**src/rtl/display_port_periph_pkg.sv**
```systemverilog
// Shared constants for the KCPSM6 display peripheral: register offsets,
// CTRL/STATUS bit positions and active-high 7-segment glyphs (seg[0] = a).
package display_pkg;

  localparam logic [7:0] DIGIT0_OFS = 8'd0;
  localparam logic [7:0] DIGIT1_OFS = 8'd1;
  localparam logic [7:0] DIGIT2_OFS = 8'd2;
  localparam logic [7:0] DIGIT3_OFS = 8'd3;
  localparam logic [7:0] CTRL_OFS   = 8'd4;
  localparam logic [7:0] STATUS_OFS = 8'd5;

  localparam int unsigned CTRL_SCAN_EN      = 32'd0;
  localparam int unsigned CTRL_IRQ_EN       = 32'd1;
  localparam int unsigned STATUS_FRAME_DONE = 32'd0;

  localparam logic [6:0] SEG_0 = 7'h3F;
  localparam logic [6:0] SEG_1 = 7'h06;
  localparam logic [6:0] SEG_2 = 7'h5B;
  localparam logic [6:0] SEG_3 = 7'h4F;
  localparam logic [6:0] SEG_4 = 7'h66;
  localparam logic [6:0] SEG_5 = 7'h6D;
  localparam logic [6:0] SEG_6 = 7'h7D;
  localparam logic [6:0] SEG_7 = 7'h07;
  localparam logic [6:0] SEG_8 = 7'h7F;
  localparam logic [6:0] SEG_9 = 7'h6F;
  localparam logic [6:0] SEG_A = 7'h77;
  localparam logic [6:0] SEG_B = 7'h7C;
  localparam logic [6:0] SEG_C = 7'h39;
  localparam logic [6:0] SEG_D = 7'h5E;
  localparam logic [6:0] SEG_E = 7'h79;
  localparam logic [6:0] SEG_F = 7'h71;

endpackage

```
**src/rtl/display_port_periph_if.sv**
```systemverilog
// KCPSM6 port bus as seen between the processor (master) and a peripheral (slave).
interface display_port_periph_if;
  logic [7:0] port_id;
  logic [7:0] out_port;
  logic       write_strobe;
  logic       read_strobe;
  logic [7:0] in_port;
  logic       interrupt;
  logic       interrupt_ack;

  modport master (
    output port_id, out_port, write_strobe, read_strobe, interrupt_ack,
    input  in_port, interrupt
  );

  modport slave (
    input  port_id, out_port, write_strobe, read_strobe, interrupt_ack,
    output in_port, interrupt
  );
endinterface

```
**src/rtl/display_port_periph_hex7seg.sv**
```systemverilog
// Hex nibble to active-high 7-segment pattern; polarity is applied by the parent.
module hex7seg
  import display_pkg::*;
(
  input  logic [3:0] hex_i,
  output logic [6:0] seg_o
);

  // Glyph lookup
  always_comb begin
    seg_o = 7'h00;
    case (hex_i)
      4'h0:    seg_o = SEG_0;
      4'h1:    seg_o = SEG_1;
      4'h2:    seg_o = SEG_2;
      4'h3:    seg_o = SEG_3;
      4'h4:    seg_o = SEG_4;
      4'h5:    seg_o = SEG_5;
      4'h6:    seg_o = SEG_6;
      4'h7:    seg_o = SEG_7;
      4'h8:    seg_o = SEG_8;
      4'h9:    seg_o = SEG_9;
      4'hA:    seg_o = SEG_A;
      4'hB:    seg_o = SEG_B;
      4'hC:    seg_o = SEG_C;
      4'hD:    seg_o = SEG_D;
      4'hE:    seg_o = SEG_E;
      4'hF:    seg_o = SEG_F;
      default: seg_o = 7'h00;
    endcase
  end

endmodule

```
**src/rtl/display_port_periph.sv**
```systemverilog
// KCPSM6 port-bus peripheral: four digit registers, control/status, a
// multiplexed 4-digit 7-segment driver and a frame-done interrupt.
module display_port_periph
  import display_pkg::*;
#(
  parameter logic [7:0]  BASE_ADDR      = 8'h00,
  parameter logic [15:0] SCAN_DIV       = 16'd50000,
  parameter bit          SEG_ACTIVE_LOW = 1'b1
) (
  input  logic                 clk,
  input  logic                 reset_n,
  display_port_periph_if.slave bus,
  output logic [6:0]           seg,
  output logic                 dp,
  output logic [3:0]           an
);

  localparam logic [6:0] SEG_OFF = SEG_ACTIVE_LOW ? 7'h7F : 7'h00;
  localparam logic [3:0] AN_OFF  = SEG_ACTIVE_LOW ? 4'hF : 4'h0;
  localparam logic       DP_OFF  = SEG_ACTIVE_LOW;

  logic [7:0]  digit_q [4];
  logic [7:0]  digit_d [4];
  logic [7:0]  ctrl_q, ctrl_d;
  logic        frame_done_q, frame_done_d;
  logic        irq_q, irq_d;
  logic [7:0]  in_port_q, in_port_d;
  logic [15:0] presc_q, presc_d;
  logic [1:0]  idx_q, idx_d;
  logic [3:0]  an_q, an_d;
  logic [6:0]  seg_q, seg_d;
  logic        dp_q, dp_d;

  logic [7:0]  ofs_s;
  logic        scan_en_s, tick_s, wrap_s, status_clr_s, lit_s;
  logic [3:0]  cur_nib_s, blank_s, an_on_s;
  logic        cur_dp_s;
  logic [6:0]  hex_seg_s;
  logic        rd_strobe_unused;

  // Offsets wrap modulo 256, so anything outside 0..5 is unmapped
  assign ofs_s            = bus.port_id - BASE_ADDR;
  assign scan_en_s        = ctrl_q[CTRL_SCAN_EN];
  assign blank_s          = ctrl_q[7:4];
  assign tick_s           = scan_en_s && (presc_q == (SCAN_DIV - 16'd1));
  assign wrap_s           = tick_s && (idx_q == 2'd3);
  assign status_clr_s     = bus.write_strobe && (ofs_s == STATUS_OFS)
                            && bus.out_port[STATUS_FRAME_DONE];
  assign cur_nib_s        = digit_q[idx_q][3:0];
  assign cur_dp_s         = digit_q[idx_q][7];
  assign lit_s            = scan_en_s && !blank_s[idx_q];
  assign an_on_s          = lit_s ? (4'b0001 << idx_q) : 4'b0000;
  assign rd_strobe_unused = bus.read_strobe;

  hex7seg u_hex7seg (
    .hex_i (cur_nib_s),
    .seg_o (hex_seg_s)
  );

  // Register writes, scan counters, sticky flags and read mux
  always_comb begin
    for (int i = 0; i < 4; i++) begin
      digit_d[i] = (bus.write_strobe && (ofs_s == 8'(i))) ? bus.out_port : digit_q[i];
    end
    ctrl_d = (bus.write_strobe && (ofs_s == CTRL_OFS)) ? bus.out_port : ctrl_q;

    presc_d = 16'd0;
    idx_d   = 2'd0;
    if (!scan_en_s) begin
      presc_d = 16'd0;
      idx_d   = 2'd0;
    end else if (tick_s) begin
      presc_d = 16'd0;
      idx_d   = idx_q + 2'd1;
    end else begin
      presc_d = presc_q + 16'd1;
      idx_d   = idx_q;
    end

    // A new frame wrap beats a coincident clear or acknowledge
    frame_done_d = frame_done_q;
    if (wrap_s) begin
      frame_done_d = 1'b1;
    end else if (status_clr_s) begin
      frame_done_d = 1'b0;
    end else begin
      frame_done_d = frame_done_q;
    end

    irq_d = irq_q;
    if (wrap_s && ctrl_q[CTRL_IRQ_EN]) begin
      irq_d = 1'b1;
    end else if (bus.interrupt_ack) begin
      irq_d = 1'b0;
    end else begin
      irq_d = irq_q;
    end

    in_port_d = 8'h00;
    case (ofs_s)
      DIGIT0_OFS: in_port_d = digit_q[0];
      DIGIT1_OFS: in_port_d = digit_q[1];
      DIGIT2_OFS: in_port_d = digit_q[2];
      DIGIT3_OFS: in_port_d = digit_q[3];
      CTRL_OFS:   in_port_d = ctrl_q;
      STATUS_OFS: in_port_d = {4'b0000, idx_q, irq_q, frame_done_q};
      default:    in_port_d = 8'h00;
    endcase

    an_d  = SEG_ACTIVE_LOW ? ~an_on_s : an_on_s;
    seg_d = lit_s ? (SEG_ACTIVE_LOW ? ~hex_seg_s : hex_seg_s) : SEG_OFF;
    dp_d  = lit_s ? (SEG_ACTIVE_LOW ? ~cur_dp_s : cur_dp_s) : DP_OFF;
  end

  // State and output registers
  always_ff @(posedge clk or negedge reset_n) begin
    if (!reset_n) begin
      for (int i = 0; i < 4; i++) begin
        digit_q[i] <= 8'h00;
      end
      ctrl_q       <= 8'h00;
      frame_done_q <= 1'b0;
      irq_q        <= 1'b0;
      in_port_q    <= 8'h00;
      presc_q      <= 16'd0;
      idx_q        <= 2'd0;
      an_q         <= AN_OFF;
      seg_q        <= SEG_OFF;
      dp_q         <= DP_OFF;
    end else begin
      for (int i = 0; i < 4; i++) begin
        digit_q[i] <= digit_d[i];
      end
      ctrl_q       <= ctrl_d;
      frame_done_q <= frame_done_d;
      irq_q        <= irq_d;
      in_port_q    <= in_port_d;
      presc_q      <= presc_d;
      idx_q        <= idx_d;
      an_q         <= an_d;
      seg_q        <= seg_d;
      dp_q         <= dp_d;
    end
  end

  assign bus.in_port   = in_port_q;
  assign bus.interrupt = irq_q;
  assign an            = an_q;
  assign seg           = seg_q;
  assign dp            = dp_q;

endmodule

```
**src/flat_wrapper.sv**
```systemverilog
// flat-port wrapper written by rule: the top's interface ports become plain ports
module display_port_periph_flat import display_pkg::*;
#(
  parameter logic [7:0]  BASE_ADDR      = 8'h00,
  parameter logic [15:0] SCAN_DIV       = 16'd50000,
  parameter bit          SEG_ACTIVE_LOW = 1'b1
)
  (clk, reset_n, seg, dp, an, bus_port_id, bus_out_port, bus_write_strobe, bus_read_strobe, bus_interrupt_ack, bus_in_port, bus_interrupt);
  display_port_periph_if bus_i ();
  input  logic clk;
  input  logic reset_n;
  output logic [6:0] seg;
  output logic dp;
  output logic [3:0] an;
  input wire logic [$bits(bus_i.port_id)-1:0] bus_port_id;
  input wire logic [$bits(bus_i.out_port)-1:0] bus_out_port;
  input wire logic [$bits(bus_i.write_strobe)-1:0] bus_write_strobe;
  input wire logic [$bits(bus_i.read_strobe)-1:0] bus_read_strobe;
  input wire logic [$bits(bus_i.interrupt_ack)-1:0] bus_interrupt_ack;
  output wire logic [$bits(bus_i.in_port)-1:0] bus_in_port;
  output wire logic [$bits(bus_i.interrupt)-1:0] bus_interrupt;
  assign bus_i.port_id = bus_port_id;
  assign bus_i.out_port = bus_out_port;
  assign bus_i.write_strobe = bus_write_strobe;
  assign bus_i.read_strobe = bus_read_strobe;
  assign bus_i.interrupt_ack = bus_interrupt_ack;
  assign bus_in_port = bus_i.in_port;
  assign bus_interrupt = bus_i.interrupt;
  display_port_periph #(.BASE_ADDR(BASE_ADDR), .SCAN_DIV(SCAN_DIV), .SEG_ACTIVE_LOW(SEG_ACTIVE_LOW)) u_core (.clk(clk), .reset_n(reset_n), .bus(bus_i), .seg(seg), .dp(dp), .an(an));
endmodule
```
**config.mk**
```make
export PLATFORM = sky130hd
export DESIGN_NAME = display_port_periph_flat
export DESIGN_NICKNAME = d
export VERILOG_FILES = /design/src/rtl/display_port_periph_pkg.sv /design/src/rtl/display_port_periph_if.sv /design/src/rtl/display_port_periph_hex7seg.sv /design/src/rtl/display_port_periph.sv /design/src/flat_wrapper.sv
export SDC_FILE = /design/constraint.sdc
export NUM_CORES = 1
export LEC_CHECK = 0
export ABC_AREA = 1
export BUFFER_PORTS_ARGS = -buffer_cell sky130_fd_sc_hd__buf_2
export CORE_MARGIN = 1
export CORE_UTILIZATION = 64
export CTS_CLUSTER_DIAMETER = 40
export DETAILED_ROUTE_END_ITERATION = 12
export HOLD_SLACK_MARGIN = 0.1
export PLACE_DENSITY = 0.89
export SLEW_MARGIN = 20
export SYNTH_ARGS = -nofsm -noshare
export SYNTH_HDL_FRONTEND = slang
export SYNTH_SLANG_ARGS = --single-unit
export TNS_END_PERCENT = 30
```
**constraint.sdc**
```tcl
create_clock -name clk -period 3.1 [get_ports clk]
set_input_delay 0.62 -clock clk [delete_from_list [all_inputs] [get_ports clk]]
set_output_delay 0.62 -clock clk [all_outputs]
set_load 0.05 [all_outputs]
```
== Yosys cells after proc, flatten, opt, wreduce, memory -nomap -nowiden ==
Memory sizes are Yosys's and may differ from the RTL's.
Index checks and enable logic that the tools add are counted.

* ROM bits: 112
* Memories: 1
* Input port bits: 21
* Memory bits (writable): 0
* Latch bits: 0
* Register bits after elaboration: 80

* Equal/unequal tests: 8
* Div/mod/pow operators: 0
* Reductions and logical operators: 15
* Bitwise operators: 4
* Add/sub/neg operators: 2
* Order comparisons: 2
* Shifts and indexed selects: 1
* Multiplexer cells: 17
* Multipliers: 0

{| class="wikitable"
|+ Memory list
! memory !! words !! bits a word !! read ports !! clocked after Yosys merged registers in !! write ports !! RTL line !! text
|-
| (no name shown) || 16 || 7 || 1 || 0 || 0 || display_port_periph_hex7seg.sv:12 || <nowiki>case (hex_i)</nowiki>
|}

{| class="wikitable"
|+ Operators by type and width
! kind !! number
|-
| $pmux 8 s6 || 1
|-
| $mux 16 || 2
|-
| $add 16x1->16 const B || 1
|-
| $bmux 8 s2 || 1
|-
| $eq 16x16->1 const B || 1
|-
| $eq 8x2->1 const B || 2
|-
| $eq 8x3->1 const B || 2
|-
| $mux 8 || 2
|-
| $logic_and 1x1->1 || 11
|-
| $eq 8x1->1 const B || 1
|-
| $logic_not 8->1 || 1
|-
| $mux 7 || 1
|-
| $not 7->7 || 1
|-
| $mux 1 || 6
|-
| $mux 2 || 2
|-
| $mux 4 || 1
|-
| $not 4->4 || 1
|-
| $reduce_bool 2->1 || 2
|-
| $shl 1x2->4 const A || 1
|-
| $ge 3x3->1 const B || 1
|-
| $lt 2x3->1 const B || 1
|-
| $not 2->3 || 1
|-
| $add 2x1->2 const B || 1
|-
| $bmux 1 s2 || 1
|-
| 4 further kinds || 4
|}

== Longest topological paths before layout ==
An unclocked memory read counts as a cell.

* Word-level depth: 7
* Depth in mapped cells: 11
* Depth with buffers taken out: 10

== Modules after synthesis ==
A second synthesis with hierarchy kept.

* Cells, all modules: 542
* Area, all modules: 4135.2 um2

{| class="wikitable"
|+ Modules (own cells, without submodules)
! module !! area an instance (um2) !! instances !! sequential area each (um2) !! cells each
|-
| display_port_periph || 3865.0 || 1 || 2016.9 || 490
|-
| hex7seg || 270.3 || 1 || 0.0 || 52
|}

== Worst setup path after synthesis ==
OpenSTA, ideal clock, no wires.

* Kind: reg-to-reg
* Start point: reg u_core.idx_q[1]
* End point: reg u_core.seg_q[0], in the netlist u_core.seg[0]
* Library setup time: 0.091 ns
* Path buffers: 1
* Slack: 1.517 ns
* Cell stages (with the launch flop): 11
* Data arrival time: 1.492 ns
* Cell sequence: dfrtp_1 buf_2 inv_2 nand3_1 nand2_1 inv_1 ha_1 inv_1 nand2_1 nand3_1 nand3_1

* Cells in the longest elaborated chain, start to end: 7
* Elaborated cells between the ends (all ways): 11
* Classes of those cells: 6 x mux; 2 x bitwise; 2 x reduce/logical; 1 x memory

{| class="wikitable"
|+ Ends and longest elaborated chain
! element !! RTL line !! text
|-
| start: declaration || display_port_periph.sv:29 || <nowiki>logic [1:0] idx_q, idx_d;</nowiki>
|-
| start signal: assignment || display_port_periph.sv:139 || <nowiki>idx_q <= idx_d;</nowiki>
|-
| $not 2->3 (not written as such) || display_port_periph.sv:49 || <nowiki>assign cur_nib_s = digit_q[idx_q][3:0];</nowiki>
|-
| $bmux 8 s2 || display_port_periph.sv:49 ||
|-
| $mux 8 (2 in a row) || -- ||
|-
| $mem_v2 16x7 || -- ||
|-
| $not 7->7 || display_port_periph.sv:111 || <nowiki>seg_d = lit_s ? (SEG_ACTIVE_LOW ? ~hex_seg_s : hex_seg_s) : SEG_OFF;</nowiki>
|-
| $mux 7 (*) || display_port_periph.sv:111 ||
|-
| via u_core.seg_d[0] || display_port_periph.sv:31 || <nowiki>logic [6:0] seg_q, seg_d;</nowiki>
|-
| end signal: assignment || display_port_periph.sv:141 || <nowiki>seg_q <= seg_d;</nowiki>
|-
| end: declaration || display_port_periph.sv:31 ||
|}

Mark *: on every way through the listed nets, which the timed path passes. The rest lies on a longest branch. The select of a mux whose other input is x is not followed.
A chain may end at the register's enable or synchronous reset.

== Worst setup path after layout ==
* Start point: reg u_core.idx_q[0]
* End point: reg u_core.seg_q[1], in the netlist u_core.seg[1]

The elaborated chain is that of the path after synthesis.

==> results by group <==
Outcome
  – Run status: finished, violations left
  – Violated checks: design-rule violations

Timing
  – Unrepaired setup endpoints after global routing: no
  – Post-route setup TNS: 0 ps
  – Period Utilization, post-route: 0.668
  – Final number of hold-violating endpoints: 0
  – Post-route setup slack: between 1000 and 1500 ps
  – Clk_skew: 7.11 ps
  – Max-slew violation count: 0
  – Fmax: between 0.4 and 0.5 GHz
  – Slew at the pin closest to its max-slew limit: 980 ps
  – Setup-violating endpoint count in the final report: 0
  – Worst-case headroom to the max-slew limit: 0.347
  – Final critical-path required period: about 2100 ps

Yosys
  – Post-synth EDFFs: 0
  – Nets in the synthesized netlist: around 580
  – Count of unique library cells instantiated by Yosys: 32
  – Post-synthesis instance area: 4390 µm²
  – Number of warnings printed during yosys synthesis: 0
  – Sequential area share after synthesis: 0.460
  – Post-synth top flop: dfrtp_1
  – Async set-or-reset flop fraction in the synthesized netlist: 1.00
  – Number of storage elements in the synthesis netlist: 80
  – Mean instance size in the synthesized netlist: 8.02 µm²
  – Cell count after synthesis: around 550

Power and ir drop
  – Combinational cell fraction of total power: 0.140
  – Pwr per Cell Area: roughly 510 nW/µm²
  – Overall power after layout: 2.45 mW
  – Switching power as a share of total power: 0.279
  – Cell-internal power: 1.77 mW
  – Reg power frac: 0.486
  – Peak supply drop: roughly 0.29 mV
  – Leakage power: approximately 2.5 nW
  – Clock network power share: 0.374
  – Switching power: 685 µW

CTS
  – Clock slew at the register clock pins of the worst setup and hold paths: roughly 80 ps
  – Post-cts gate resize count: 0
  – Total number of clock tree sinks: 80
  – Hold-fix buffers at CTS: 0
  – CTS Root Buffer Type: clkbuf_8
  – Post-CTS setup repair buffer count: 0
  – CTS max path bufs: 2
  – TritonCTS clock tree: built
  – Total CTS buffers: 9
  – Deepest level of the CTS H-tree: 3
  – Worst-skew pair later-pin latency: about 350 ps

Worst setup path
  – Critical Path Max Stage Delay: approximately 370 ps
  – Dominant cell type by count on the critical path: nand2_1
  – Delay-heaviest family, CP: simple AND/OR/NAND/NOR gates
  – Series of cell instances along the critical path: buf_4 -> inv_2 -> nand2_1 -> nand3_1 -> nand2_1 -> ha_1 -> nand3_1 -> nor2_1 -> nor2_1 -> nand2_1
  – Number of buffer and inverter stages on the critical path: 2
  – Worst EP arrival: approximately 2400 ps
  – Type of element capturing the critical path: flip-flop
  – Worst Setup Path Type: reg -> reg
  – Standard cell with the maximum stage delay on the critical path: dfrtp_1
  – Worst-path fanout max: 16
  – Startpoint types: flip-flop
  – Required arrival time at the worst endpoint: approximately 3400 ps

Detailed routing
  – Via count of the routed design: 3,810
  – Average wire per standard cell: ~15 µm
  – Sum of routed wire length over all layers: just under 10,000 µm
  – Number of design-rule violations left by the first detailed-router iteration: 250
  – Average via count per standard cell: 5.69
  – Antenna Violating Nets Remaining: 0
  – Number of detailed-route iterations in the first pass: 9
  – DRC viols: 1

Job
  – Number of max-cap violations: 0

Placement
  – Placed wire-length estimate: around 6700 µm
  – Routability cong.: 0.864
  – IO buf count: 40
  – Number of placed cells counting well taps: roughly 650
  – Worst setup timing slack at the placement stage: about 1100 ps

Final layout
  – Ant diodes: 0
  – Final layout net count: 620
  – Share of layout cells above drive strength 1: 0.201
  – Fill cells: roughly 480
  – Number of cells in the finished layout apart from fillers: between 600 and 700
  – Area grow syn2layout: 10.2%

Floorplanning
  – Die width: 84.8 µm
  – Starting density of the core: 0.675
  – Vertical die dimension: ~85 µm
  – Area of the core region: 6490 µm²
  – Count of pins on the block boundary: 42
  – Die footprint: ~7200 µm²
  – Number of placement rows: 29

GRT
  – Wire length of the first global-routing pass: 16,700 µm
  – Via count of the first global-routing pass: 3,694
  – Pin count of the biggest net entering global routing: between 80 and 90
  – Antenna violations before repair: 0
  – Global-route usage over all layers: 0.298
  – Total overflow reported by the global router: 0

Hold path
  – Worst min-delay path category: in -> async
[cell usage in the layout (no fill, tap or decap), drive strengths merged]
cell type and n:
dfstp 12, clkbuf 10, nor2 80, a21oi 17, o21ai 45, buf 41, nor3 4, ha 11
nand2 164, nand3 62, inv 62, clkinvlp 1, o21bai 2, dfrtp 68, xor2 2, bufinv 4
nand4 6, clkinv 2
[Yosys cell counts (5+ instances only)]
cell     instances  area, µm²
a21oi_1         14       70.1
dfrtp_1         68       1700
dfstp_2         12        315
ha_1            11        138
inv_1           57        214
inv_2            5       18.8
nand2_1        153        574
nand2_2          7       43.8
nand3_1         60        300
nand4_1          6       37.5
nor2_1          71        267
o21ai_0         26        130
o21ai_2         18        158
[flip-flops by register name, indices dropped and copies added, names as in the netlist, 2 cells and up]
signal,cells
u_core.presc_q,16
u_core.seg,7
u_core.bus.in_port,8
u_core.an,4
u_core.digit_q,32
u_core.ctrl_q,8
u_core.idx_q,2
[cells by family (layout without fill, tap and decap cells)]
family,Yosys count,in the layout,synth area share
AO/OA/AOI/OAI,64,64,0.0922
XOR/XNOR,2,2,0.00400
adder cells (fa/ha/maj),11,11,0.0314
buffers and inverters,74,120,0.0790
flip-flops,80,80,0.460
AND/OR/NAND/NOR,316,316,0.334
[stage by stage]
stage	instance area [µm²]	utilization	hold slack (ps)
2_1_floorplan	4390	-	324
3_3_place_gp	4600	0.708	461
3_5_place_dp	4600	0.708	467
4_1_cts	4830	0.744	466
5_1_grt	4830	0.744	500
6_report	4830	0.744	420
[routing by layer]
metal  share of wire  vias up  wire length [µm]  GRT usage
met1            0.40     1825              3980      0.384
met5               0        -                 0          0
met3           0.064       23               628     0.0521
li1                -     1807                 -          -
met4           0.023        0               226      0.128
met2            0.51      155              5020      0.499
[worst paths after layout]
check	cells past startpoint	startpoint	slack (ps)	end
max in group asynchronous	1	reset_n	2050	u_core.digit_q[27]$_DFFE_PN0P_
worst min register to register	2	u_core.digit_q[28]$_DFFE_PN0P_	480	u_core.digit_q[28]$_DFFE_PN0P_
worst min-delay path	1	reset_n	420	u_core.presc_q[2]$_DFF_PN0_
worst max register to register	10	u_core.idx_q[0]$_DFFE_PN0P_	1030	u_core.seg[1]$_DFF_PN1_
min in group clk	2	u_core.digit_q[28]$_DFFE_PN0P_	480	u_core.digit_q[28]$_DFFE_PN0P_
worst max-delay path	10	u_core.idx_q[0]$_DFFE_PN0P_	1030	u_core.seg[1]$_DFF_PN1_
[power groups by stage]
stage	sequential (mW)	clock, mW	combinational [mW]
after detailed placement	1.21	0	0.337
after global routing	1.20	0.966	0.387
final	1.19	0.918	0.344
after CTS	1.19	0.926	0.343
after global placement	1.20	0	0.321
after floorplan	1.23	0	0.212
[layout make-up]
cell class / instances / area (µm²) / share of cell area
multi-input combinational: 393 / 2020 / 0.419
sequential: 80 / 2020 / 0.418
inverter: 63 / 250 / 0.0518
timing repair buffer: 41 / 210 / 0.0435
clock buffer: 10 / 128 / 0.0264
clock inverter: 6 / 108 / 0.0223
tap: 77 / 96.3 / 0.0199
Power figures use the tool's default switching activity.
